==> src/rtl/mem_addr_arbiter_pkg.sv <==
// ---------------------------------------------------------------------------
// mem_addr_arbiter_pkg
//   Shared definitions for the memory address arbiter: FSM state encodings,
//   requester count, and the round-robin pick / one-hot helpers used by the
//   arbiter FSM.
// ---------------------------------------------------------------------------
package mem_addr_arbiter_pkg;

  localparam int NUM_REQ = 4;

  typedef logic [1:0] state_t;

  localparam state_t S_IDLE   = 2'd0;
  localparam state_t S_ACCESS = 2'd1;
  localparam state_t S_DONE   = 2'd2;

  // Result of a round-robin search: whether any requester won, and which one.
  typedef struct packed {
    logic       valid;
    logic [1:0] idx;
  } pick_t;

  // Search ptr+1, ptr+2, ... (mod 4) and return the first requester with req set.
  // The 2-bit add wraps naturally, so ptr=3 starts the search at requester 0.
  function automatic pick_t rr_pick(input logic [NUM_REQ-1:0] req,
                                    input logic [1:0]         ptr);
    pick_t      res;
    logic [1:0] cand;
    res.valid = 1'b0;
    res.idx   = 2'd0;
    for (int i = 1; i <= NUM_REQ; i++) begin
      cand = ptr + 2'(i);
      if (!res.valid && req[cand]) begin
        res.valid = 1'b1;
        res.idx   = cand;
      end
    end
    return res;
  endfunction

  // Binary requester index to one-hot grant vector.
  function automatic logic [NUM_REQ-1:0] idx_to_onehot(input logic [1:0] idx);
    return 4'b0001 << idx;
  endfunction

endpackage

==> src/rtl/mem_addr_arbiter_if.sv <==
// ---------------------------------------------------------------------------
// mem_addr_arbiter_if
//   Bundles the requester side (req, addr0..addr3), the memory handshake
//   (mem_ready, mem_en, mem_addr) and the arbitration results (grant, mux_sel,
//   ack, err) of the memory address arbiter.
//   modport master : requesters / memory model side (drives req, addrs, mem_ready)
//   modport slave  : the arbiter itself (drives grant, mux_sel, mem_addr,
//                    mem_en, ack, err)
// ---------------------------------------------------------------------------
interface mem_addr_arbiter_if
  import mem_addr_arbiter_pkg::*;
#(
  parameter int ADDR_W = 10
);

  logic [NUM_REQ-1:0] req;
  logic [ADDR_W-1:0]  addr0;
  logic [ADDR_W-1:0]  addr1;
  logic [ADDR_W-1:0]  addr2;
  logic [ADDR_W-1:0]  addr3;
  logic               mem_ready;
  logic [NUM_REQ-1:0] grant;
  logic [1:0]         mux_sel;
  logic [ADDR_W-1:0]  mem_addr;
  logic               mem_en;
  logic [NUM_REQ-1:0] ack;
  logic               err;

  modport master (
    output req, addr0, addr1, addr2, addr3, mem_ready,
    input  grant, mux_sel, mem_addr, mem_en, ack, err
  );

  modport slave (
    input  req, addr0, addr1, addr2, addr3, mem_ready,
    output grant, mux_sel, mem_addr, mem_en, ack, err
  );

endinterface

==> src/rtl/mem_addr_arbiter_mux4.sv <==
// ---------------------------------------------------------------------------
// addr_mux4
//   Four-way address multiplexer feeding the memory address path.
//   data0..data3 : W-bit address inputs
//   sel          : 2-bit binary select
//   y            : data[sel], purely combinational
// ---------------------------------------------------------------------------
module addr_mux4 #(
  parameter int W = 10
) (
  input  logic [W-1:0] data0,
  input  logic [W-1:0] data1,
  input  logic [W-1:0] data2,
  input  logic [W-1:0] data3,
  input  logic [1:0]   sel,
  output logic [W-1:0] y
);

  // Select one of the four address inputs.
  always_comb begin
    y = data0;
    case (sel)
      2'd0:    y = data0;
      2'd1:    y = data1;
      2'd2:    y = data2;
      2'd3:    y = data3;
      default: y = data0;
    endcase
  end

endmodule

==> src/rtl/mem_addr_arbiter.sv <==
// ---------------------------------------------------------------------------
// mem_addr_arbiter
//   Shares one memory address path between four requesters (PC fetch, ALU /
//   effective address, stack, I/O) with round-robin arbitration, and runs one
//   memory access at a time through a ready/timeout handshake.
//   Ports:
//     clk   : system clock, rising edge
//     reset : asynchronous, active-high reset
//     bus   : mem_addr_arbiter_if.slave
//               req[3:0], addr0..addr3, mem_ready  (inputs)
//               grant[3:0] one-hot owner, 0 when idle
//               mux_sel    registered binary select of the owner
//               mem_addr   addr[mux_sel] through addr_mux4
//               mem_en     high in every ACCESS cycle
//               ack[3:0]   one-cycle pulse to the owner at completion/timeout
//               err        one-cycle pulse with ack when the access timed out
//   Sequence: IDLE -> ACCESS -> DONE -> IDLE, so at least three cycles per
//   access and never two grants back to back without an IDLE cycle.
// ---------------------------------------------------------------------------
module mem_addr_arbiter
  import mem_addr_arbiter_pkg::*;
#(
  parameter int ADDR_W  = 10,
  parameter int TIMEOUT = 8
) (
  input  logic                clk,
  input  logic                reset,
  mem_addr_arbiter_if.slave   bus
);

  localparam int CNT_W = $clog2(TIMEOUT + 1);

  // Registered state and outputs.
  state_t             state_r;
  logic [1:0]         rr_ptr_r;
  logic [CNT_W-1:0]   count_r;
  logic [NUM_REQ-1:0] grant_r;
  logic [1:0]         mux_sel_r;
  logic               mem_en_r;
  logic [NUM_REQ-1:0] ack_r;
  logic               err_r;

  // Next-cycle values.
  state_t             state_s;
  logic [1:0]         rr_ptr_s;
  logic [CNT_W-1:0]   count_s;
  logic [NUM_REQ-1:0] grant_s;
  logic [1:0]         mux_sel_s;
  logic               mem_en_s;
  logic [NUM_REQ-1:0] ack_s;
  logic               err_s;

  pick_t              pick_s;
  logic               timeout_s;
  logic               finish_s;

  assign pick_s    = rr_pick(bus.req, rr_ptr_r);
  assign timeout_s = (count_r == CNT_W'(TIMEOUT - 1));
  // Ready wins over timeout when both happen in the same cycle.
  assign finish_s  = bus.mem_ready || timeout_s;

  // State and output registers; reset aborts any access with no ack/err.
  always_ff @(posedge clk or posedge reset) begin
    if (reset) begin
      state_r   <= S_IDLE;
      rr_ptr_r  <= 2'd3;
      count_r   <= {CNT_W{1'b0}};
      grant_r   <= {NUM_REQ{1'b0}};
      mux_sel_r <= 2'd0;
      mem_en_r  <= 1'b0;
      ack_r     <= {NUM_REQ{1'b0}};
      err_r     <= 1'b0;
    end else begin
      state_r   <= state_s;
      rr_ptr_r  <= rr_ptr_s;
      count_r   <= count_s;
      grant_r   <= grant_s;
      mux_sel_r <= mux_sel_s;
      mem_en_r  <= mem_en_s;
      ack_r     <= ack_s;
      err_r     <= err_s;
    end
  end

  // Next-state decode for the IDLE/ACCESS/DONE sequence.
  always_comb begin
    state_s = state_r;
    case (state_r)
      S_IDLE: begin
        if (pick_s.valid) begin
          state_s = S_ACCESS;
        end else begin
          state_s = S_IDLE;
        end
      end
      S_ACCESS: begin
        if (finish_s) begin
          state_s = S_DONE;
        end else begin
          state_s = S_ACCESS;
        end
      end
      S_DONE:  state_s = S_IDLE;
      default: state_s = S_IDLE;
    endcase
  end

  // Next values of the registered outputs, pointer and timeout counter.
  always_comb begin
    rr_ptr_s  = rr_ptr_r;
    count_s   = count_r;
    grant_s   = grant_r;
    mux_sel_s = mux_sel_r;
    mem_en_s  = mem_en_r;
    ack_s     = {NUM_REQ{1'b0}};
    err_s     = 1'b0;
    case (state_r)
      S_IDLE: begin
        if (pick_s.valid) begin
          grant_s   = idx_to_onehot(pick_s.idx);
          mux_sel_s = pick_s.idx;
          mem_en_s  = 1'b1;
          count_s   = {CNT_W{1'b0}};
        end else begin
          // mux_sel keeps pointing at the last owner while idle.
          grant_s  = {NUM_REQ{1'b0}};
          mem_en_s = 1'b0;
        end
      end
      S_ACCESS: begin
        if (finish_s) begin
          // ack/err become visible in the DONE cycle.
          grant_s  = {NUM_REQ{1'b0}};
          mem_en_s = 1'b0;
          ack_s    = grant_r;
          err_s    = !bus.mem_ready;
        end else begin
          count_s = count_r + CNT_W'(1);
        end
      end
      S_DONE: begin
        rr_ptr_s = mux_sel_r;
        grant_s  = {NUM_REQ{1'b0}};
        mem_en_s = 1'b0;
      end
      default: begin
        grant_s  = {NUM_REQ{1'b0}};
        mem_en_s = 1'b0;
        count_s  = {CNT_W{1'b0}};
      end
    endcase
  end

  assign bus.grant   = grant_r;
  assign bus.mux_sel = mux_sel_r;
  assign bus.mem_en  = mem_en_r;
  assign bus.ack     = ack_r;
  assign bus.err     = err_r;

  addr_mux4 #(
    .W (ADDR_W)
  ) u_addr_mux4 (
    .data0 (bus.addr0),
    .data1 (bus.addr1),
    .data2 (bus.addr2),
    .data3 (bus.addr3),
    .sel   (mux_sel_r),
    .y     (bus.mem_addr)
  );

endmodule

==> src/flat_wrapper.sv <==
// flat-port wrapper written by rule: the top's interface ports become plain ports
module mem_addr_arbiter_flat import mem_addr_arbiter_pkg::*;
#(
  parameter int ADDR_W  = 10,
  parameter int TIMEOUT = 8
)
  (clk, reset, bus_req, bus_addr0, bus_addr1, bus_addr2, bus_addr3, bus_mem_ready, bus_grant, bus_mux_sel, bus_mem_addr, bus_mem_en, bus_ack, bus_err);
  mem_addr_arbiter_if #(.ADDR_W(ADDR_W)) bus_i ();
  input  logic clk;
  input  logic reset;
  input wire logic [$bits(bus_i.req)-1:0] bus_req;
  input wire logic [$bits(bus_i.addr0)-1:0] bus_addr0;
  input wire logic [$bits(bus_i.addr1)-1:0] bus_addr1;
  input wire logic [$bits(bus_i.addr2)-1:0] bus_addr2;
  input wire logic [$bits(bus_i.addr3)-1:0] bus_addr3;
  input wire logic [$bits(bus_i.mem_ready)-1:0] bus_mem_ready;
  output wire logic [$bits(bus_i.grant)-1:0] bus_grant;
  output wire logic [$bits(bus_i.mux_sel)-1:0] bus_mux_sel;
  output wire logic [$bits(bus_i.mem_addr)-1:0] bus_mem_addr;
  output wire logic [$bits(bus_i.mem_en)-1:0] bus_mem_en;
  output wire logic [$bits(bus_i.ack)-1:0] bus_ack;
  output wire logic [$bits(bus_i.err)-1:0] bus_err;
  assign bus_i.req = bus_req;
  assign bus_i.addr0 = bus_addr0;
  assign bus_i.addr1 = bus_addr1;
  assign bus_i.addr2 = bus_addr2;
  assign bus_i.addr3 = bus_addr3;
  assign bus_i.mem_ready = bus_mem_ready;
  assign bus_grant = bus_i.grant;
  assign bus_mux_sel = bus_i.mux_sel;
  assign bus_mem_addr = bus_i.mem_addr;
  assign bus_mem_en = bus_i.mem_en;
  assign bus_ack = bus_i.ack;
  assign bus_err = bus_i.err;
  mem_addr_arbiter #(.ADDR_W(ADDR_W), .TIMEOUT(TIMEOUT)) u_core (.clk(clk), .reset(reset), .bus(bus_i));
endmodule
==> config.mk <==
export PLATFORM = sky130hd
export DESIGN_NAME = mem_addr_arbiter_flat
export DESIGN_NICKNAME = d
export VERILOG_FILES = /design/src/rtl/mem_addr_arbiter_pkg.sv /design/src/rtl/mem_addr_arbiter_if.sv /design/src/rtl/mem_addr_arbiter_mux4.sv /design/src/rtl/mem_addr_arbiter.sv /design/src/flat_wrapper.sv
export SDC_FILE = /design/constraint.sdc
export NUM_CORES = 1
export LEC_CHECK = 0
export ABC_AREA = 1
export BUFFER_PORTS_ARGS = -buffer_cell sky130_fd_sc_hd__buf_2
export CORE_MARGIN = 10
export CORE_UTILIZATION = 41
export DETAILED_ROUTE_END_ITERATION = 8
export PLACE_DENSITY = 0.76
export SLEW_MARGIN = 0
export SYNTH_ARGS = -nofsm -noshare
export SYNTH_HDL_FRONTEND = slang
export SYNTH_SLANG_ARGS = --single-unit
==> constraint.sdc <==
create_clock -name clk -period 1.6 [get_ports clk]
set_input_delay 0.16 -clock clk [delete_from_list [all_inputs] [get_ports clk]]
set_output_delay 0.16 -clock clk [all_outputs]
set_load 0.1 [all_outputs]
==> results.md, run 1 <==
* Cell-by-cell trace of the critical path: nor2_4, nand2_1, nand4_1, buf_12
* Critical path launch point type: flop
* Remaining antenna violation count at 0
* Proportion of netlist area held by the largest area contributor at 0.337
* Post-layout min period at ~1.7 ns
* Violated checks: setup timing
* Sinks on Clock Net at 20
* Share of final-layout standard cells stronger than drive strength 1 at 0.469
* Synthesized flop and latch total at 20
* Actual slew at the worst max-slew pin at roughly 0.50 ns
* Largest cells by area after synthesis: dfrtp_1 34%, nand2_1 24%, nand4_1 6.6%
* Part of the cycle the worst path needs at 1.06
* Result of the run: finished with violations
* Reg-to-reg startpoint: u_core.rr_ptr_r[0]$_DFFE_PP1P_
* Routed wire per std cell at 13.6 um
* Clk pin slew, worst setup/hold paths at ~0.12 ns
* Critical path class: reg -> out
* Via count at about 1600
* Synth warn at 0
* Number of I/O port buffers at 68
* Master cell of the clock root buffer: clkbuf_4
* Arrival time at the worst endpoint at roughly 1.5 ns
* Per-instance average area after synthesis at 6.71 um^2
* Delay of the slowest cell on the worst path at ~0.6 ns
* Final setup violating endpoints at 18
* Area delta synth->final at 64.4%
* Aggregate global routing overflow at 0
* Initial antenna violation count at 0
* Unique masters post-synth at 26
* Fraction of synthesized cell area in xor and xnor cells at 0.00655
* Highest clock rate at roughly 590 MHz
* # diodes at 0
* First DRT Iteration DRCs at 57
* Setup Skew at between 0.007 and 0.008 ns
* Placeable Area at slightly above 3000 um^2
* Post-synthesis instance area at around 1300 um^2
* Largest net degree at the start of global routing at 21
* Sum of net half-perimeters after detailed placement at around 3500 um
* R2r endpoint: u_core.bus.grant[1]$_DFFE_PP0N_
* Final Wtd Congestion at around 0.78
* Number of core rows at 20
* Later-pin clock latency in the skew report at roughly 0.32 ns
* Number of fill cells at between 200 and 300
* Final Hold Vio Count at 0
* Class of the worst hold path: in -> async
* Count leader, synth: nand2_1
* Sequential share of the synthesized area at 0.376
* Post-synthesis compound-gate area fraction at 0.0524
* Most used standard cells in the synthesized netlist: 85 x nand2_1, 19 x nor2_1, 18 x dfrtp_1
* Flip-flop cell with the highest count after synthesis: dfrtp_1
* Unrepaired setup endpoints after global routing: true
* Number of search-and-repair iterations in the first detailed-routing pass at 6
* Routed WL at ~4500 um
* Post-synth top area cell: dfrtp_1
* Deepest level of the CTS H-tree at 1
* TritonCTS Buffers at 3
* Area of the die at between 5000 and 6000 um^2
* Combined global-route utilization of all metal layers at 0.143
* Mapped Nets at between 200 and 250
* Post-Route Utilization at 0.714
* Simple-gate area share of the yosys netlist at 0.492
* Vias per std cell at between 4 and 5
* Adder and majority gate portion of the synthesized area at 0.00936
* Max-Cap Viols at 0
* R2R depth at 10
* Worst setup slack for register-to-register paths at -0.08 ns
* Die Width at between 70 and 80 um
* Final Worst Setup Slack at -0.0990 ns
* Largest fanout on the critical path at 8
* Required time at the worst-slack endpoint at about 1.4 ns
* Largest family of logic cells by synthesized area: simple AND/OR/NAND/NOR gates
* Floorplan die height at 77.1 um
* Post-synthesis async set-or-reset flop share at 1.00
* Count of flip-flops with a built-in enable after synthesis at 0
* Count of unresolved DRC violations after routing at 0
* First-pass GRT wire length at 7290 um
* NumNets Final at between 300 and 400
* Mux cell area share after synthesis at 0
* Maximum number of buffers from clock root to sink at 2
* Critical path endpoint category: output pin
* Starting density of the core at 0.434
* Fin Hold WS at just under 0.4 ns
* Number of global-route vias before repair at about 1700
* Gate count of the mapped netlist at 199
* Worst slew margin relative to its limit at 0.670
* Total count of max-transition violations in the final report at 0
* CTS tree: done
* Cell type of the slowest stage on the worst timing path: dfrtp_4
* IO Count at 69
==> timing repair <==
| action | 4_1_cts | 5_1_grt |
|---|---|---|
| gates cloned | 3 | 0 |
| endpoints found under the setup margin | 19 | 22 |
| hold endpoints to repair | 18 | 1 |
| buffers inserted | 2 | 4 |
| hold buffers | 1 | 1 |
| resized for setup | 16 | 14 |
| pin swaps | 18 | 23 |
==> cells in the final DEF, fill, tap and decap left out, types with 2 or more instances in the layout <==
cell type / n
buf_12: 10
buf_2: 58
buf_4: 12
clkbuf_4: 3
dfrtp_1: 16
dfrtp_4: 2
dfstp_2: 2
dlygate4sd3_1: 2
inv_1: 12
inv_2: 3
inv_4: 2
nand2_1: 73
nand2_2: 18
nand2_4: 8
nand3_1: 8
nand4_1: 14
nor2_1: 14
nor2_4: 8
o21ai_0: 4
o21ai_1: 2
==> critical path, delay by kind of cell (launching register included) <==
| family | cells | cell delay (ns) |
|---|---|---|
| flip-flops | 1 | 0.59 |
| AND/OR/NAND/NOR | 3 | 0.44 |
| buffers and inverters | 1 | 0.19 |
==> state kept, by name, summed over array words and instances (netlist names) <==
signal	count
u_core.count_r	4
u_core.bus.err	1
u_core.bus.mem_en	1
u_core.bus.ack	4
u_core.rr_ptr_r	2
u_core.bus.mux_sel	2
u_core.state_r	2
u_core.bus.grant	4
==> metal layers <==
metal	share of wire	track usage
met1	0.38	0.139
met4	0.013	0.0401
met5	0	0
met3	0.14	0.0921
met2	0.46	0.248
==> cell type report <==
type | instances | area (um^2) | share of cell area
Clock buffer | 3 | 22.5 | 0.0103
Clock inverter | 1 | 30.0 | 0.0137
Inverter | 19 | 88.8 | 0.0404
Multi-Input combinational cell | 162 | 878 | 0.400
Sequential cell | 20 | 510 | 0.232
Tap cell | 44 | 55.1 | 0.0251
Timing Repair Buffer | 83 | 612 | 0.278
==> cells by family (layout without fill, tap and decap cells) <==
group	count (synthesis)	after routing
compound gates	12	12
flops	20	20
xor+xnor	1	1
buf+inv	20	106
simple gates	145	148
fa+ha+maj	1	1
==> worst max-delay path by stage <==
| stage | depth (start not counted) | to | start |
|---|---|---|---|
| after floorplan | 4 | bus_mem_addr[0] | u_core.bus.mux_sel[1]$_DFFE_PP0P_ |
| after global routing | 9 | u_core.bus.grant[2]$_DFFE_PP0N_ | u_core.rr_ptr_r[0]$_DFFE_PP1P_ |
| after global placement | 11 | u_core.bus.grant[0]$_DFFE_PP0N_ | u_core.rr_ptr_r[0]$_DFFE_PP1P_ |
| after CTS | 5 | bus_mem_addr[3] | u_core.bus.mux_sel[1]$_DFFE_PP0P_ |
| final | 4 | bus_mem_addr[8] | u_core.bus.mux_sel[0]$_DFFE_PP0P_ |
| after detailed placement | 11 | u_core.bus.grant[1]$_DFFE_PP0N_ | u_core.rr_ptr_r[0]$_DFFE_PP1P_ |
==> through the flow <==
step | instances | area, um^2 | setup TNS, ns | setup WS [ns]
3_3_place_gp | 317 | 1960 | 0 | 0.00753
4_1_cts | 327 | 2110 | -0.921 | -0.102
6_report | 332 | 2200 | -1.11 | -0.0990
2_1_floorplan | 199 | 1370 | -3.53 | -0.353
5_1_grt | 332 | 2200 | -2.98 | -0.197
3_5_place_dp | 317 | 1960 | -0.121 | -0.0325
Power of run 1 is left out: the tool's default activity adds up to more than one toggle a clock period on the data nets, which glitch-free logic cannot reach.
==> run 2, diff against run 1 <==
ABC_AREA = unset   (was 1)
CORE_MARGIN = unset   (was 10)
CORE_UTILIZATION = 46   (was 41)
PLACE_DENSITY = 0.84   (was 0.76)
clock period = 2 ns   (was 1.6 ns; I/O delays follow)
==> results.md, run 2 <==
* Simple-gate area share of the yosys netlist at 0.186 (-0.306)
* Mux cell area share after synthesis at 0.205 (+0.205)
* Number of global-route vias before repair at 958 (-45%)
* Critical path class: reg -> out
* Final Wtd Congestion at 0.791 (+0.98%)
* Area of the die at 2710 um^2 (-54%)
* Setup Skew at 0.00552 ns (-0.00194 ns)
* Arrival time at the worst endpoint at 1.74 ns (+0.20 ns)
* Largest family of logic cells by synthesized area: multiplexers
* Part of the cycle the worst path needs at 0.968
* Floorplan die height at 52.0 um (-33%)
* Sum of net half-perimeters after detailed placement at 2190 um (-37%)
* Class of the worst hold path: in -> async
* Critical path launch point type: flop
* Worst slew margin relative to its limit at 0.521 (-0.148)
* Post-synthesis async set-or-reset flop share at 1.00 (unchanged)
* Deepest level of the CTS H-tree at 1 (unchanged)
* Largest net degree at the start of global routing at 21 (unchanged)
* Maximum number of buffers from clock root to sink at 2 (unchanged)
* Sinks on Clock Net at 20 (unchanged)
* Proportion of netlist area held by the largest area contributor at 0.391 (+0.0542)
* Number of fill cells at 178 (-33%)
* Synth warn at 0 (unchanged)
* Master cell of the clock root buffer: clkbuf_4
* Final setup violating endpoints at 0 (-18)
* Combined global-route utilization of all metal layers at 0.212 (+0.0680)
* Total count of max-transition violations in the final report at 0 (unchanged)
* Routed WL at 2690 um (-41%)
* Fin Hold WS at -0.00637 ns (-0.398 ns)
* Unique masters post-synth at 34 (+31%)
* Largest fanout on the critical path at 13 (+5)
* Adder and majority gate portion of the synthesized area at 0.0109 (+0.00151)
* Die Width at 52.0 um (-33%)
* # diodes at 0 (unchanged)
* Remaining antenna violation count at 0 (unchanged)
* Count of flip-flops with a built-in enable after synthesis at 0 (unchanged)
* CTS tree: done
* Routed wire per std cell at 14.0 um (+2.7%)
* Via count at 1025 (-37%)
* Gate count of the mapped netlist at 95 (-52%)
* Initial antenna violation count at 0 (unchanged)
* Starting density of the core at 0.506 (+0.0716)
* Highest clock rate at 516 MHz
* Per-instance average area after synthesis at 12.1 um^2 (+80%)
* Flip-flop cell with the highest count after synthesis: dfrtp_1
* Max-Cap Viols at 0 (unchanged)
* Count of unresolved DRC violations after routing at 0 (unchanged)
* Required time at the worst-slack endpoint at 1.80 ns (+0.36 ns)
* Final Hold Vio Count at 12 (+12)
* Post-CTS Setup Bufs at 0 (-2)
* Number of I/O port buffers at 68 (unchanged)
* Count leader, synth: dfrtp_1
* Number of core rows at 17 (-15%)
* First DRT Iteration DRCs at 11 (-81%)
* Violated checks: hold timing
* TritonCTS Buffers at 3 (unchanged)
* Post-layout min period at about 1.9 ns
* Most used standard cells in the synthesized netlist: 18 x dfrtp_1, 10 x mux4_2, 7 x nand2_1
* Area delta synth->final at 36.7%
* Sequential share of the synthesized area at 0.437 (+0.0606)
* Critical path endpoint category: output pin
* R2R depth at 5 (-5)
* Placeable Area at 2280 um^2 (-26%)
* Synthesized flop and latch total at 20 (unchanged)
* Commonest cells after routing, fill and taps aside: 64 x buf_2, 16 x dfrtp_1, 10 x mux4_2, 7 x nand2_1, 7 x clkbuf_4
* Result of the run: finished with violations
* Most common cell after layout, fill and taps aside: buf_2
* Cts hold-fix bufs at 0 (-1)
* Fraction of synthesized cell area in xor and xnor cells at 0 (-0.00655)
* Critical Path Source: u_core.bus.mux_sel[0]$_DFFE_PP0P_
* Post-Route Utilization at 0.692 (-0.0222)
* Post-synth top area cell: dfrtp_1
* Number of search-and-repair iterations in the first detailed-routing pass at 6 (unchanged)
* Actual slew at the worst max-slew pin at 0.717 ns (+0.218 ns)
* Post-synthesis instance area at 1150 um^2 (-14%)
* Aggregate global routing overflow at 0 (unchanged)
* NumNets Final at 213 (-37%)
* Largest cells by area after synthesis: dfrtp_1 39%, mux4_2 20%, dfstp_2 4.6%
* Post-synthesis compound-gate area fraction at 0.130 (+0.0780)
* Later-pin clock latency in the skew report at 0.30 ns (-0.02 ns)
* Reg-to-reg startpoint: u_core.count_r[0]$_DFFE_PP0P_
* Unrepaired setup endpoints after global routing: true
* First-pass GRT wire length at 4080 um (-44%)
* Vias per std cell at 5.34 (+8.7%)
* Clk pin slew, worst setup/hold paths at 0.11 ns (about the same)
* Mapped Nets at 143 (-42%)
* IO Count at 69 (unchanged)
* Share of final-layout standard cells stronger than drive strength 1 at 0.573 (+0.104)
-- run 2: path summary, 6_finish.rpt --
kind / end / slack [ns]
worst min register to register: u_core.bus.mem_en$_DFFE_PP0N_ / 0.50
max in group asynchronous: u_core.bus.mux_sel[0]$_DFFE_PP0P_ / 1.49
worst max-delay path: bus_mem_addr[6] / 0.06
min in group clk: u_core.bus.err$_DFF_PP0_ / 0.23
worst min-delay path: u_core.bus.ack[0]$_DFF_PP0_ / -0.006
worst max register to register: u_core.count_r[0]$_DFFE_PP0P_ / 0.57
-- run 2: critical path, cell delays in order (launching register included) --
cell and delay, ns:
dfrtp_4 0.58, mux4_2 0.55, clkbuf_4 0.30
-- run 2: cell families after synthesis --
family	count (synthesis)
fa+ha+maj	1
flops	20
mux	11
compound gates	21
simple gates	35
buf+inv	7
-- run 2: timing repair --
action,4_1_cts,5_1_grt
pin swaps,0,0
resized for setup,1,4
endpoints found under the setup margin,5,4
hold endpoints to repair,0,0
-- run 2: metal layers --
| metal | track usage | vias up | routed length, um |
|---|---|---|---|
| met5 | 0 | - | 0 |
| met4 | 0.0766 | 0 | 29 |
| met3 | 0.0585 | 5 | 160 |
| met2 | 0.361 | 30 | 1480 |
| met1 | 0.252 | 495 | 1020 |
| li1 | - | 495 | - |
-- run 2: area by class of cell --
class	count	area [um^2]	area share
clock buffer	3	22.5	0.0143
clock inverter	1	30.0	0.0191
inverter	4	15.0	0.00954
multi-input combinational	68	613	0.390
sequential	20	508	0.323
tap	28	35.0	0.0223
timing repair buffer	68	350	0.223
-- run 2: stage by stage --
step	cell area, um^2	hold slack, ns	cells	setup WS, ns	setup TNS [ns]
after floorplan	1150	0.162	95	0.0140	0
after global placement	1510	0.344	188	0.386	0
after detailed placement	1510	0.353	188	0.330	0
after CTS	1560	0.00805	192	0.0327	0
after global routing	1570	0.0493	192	-0.0167	-0.0167
final	1570	-0.00637	192	0.0630	0
Power of run 2 is left out for the same reason.
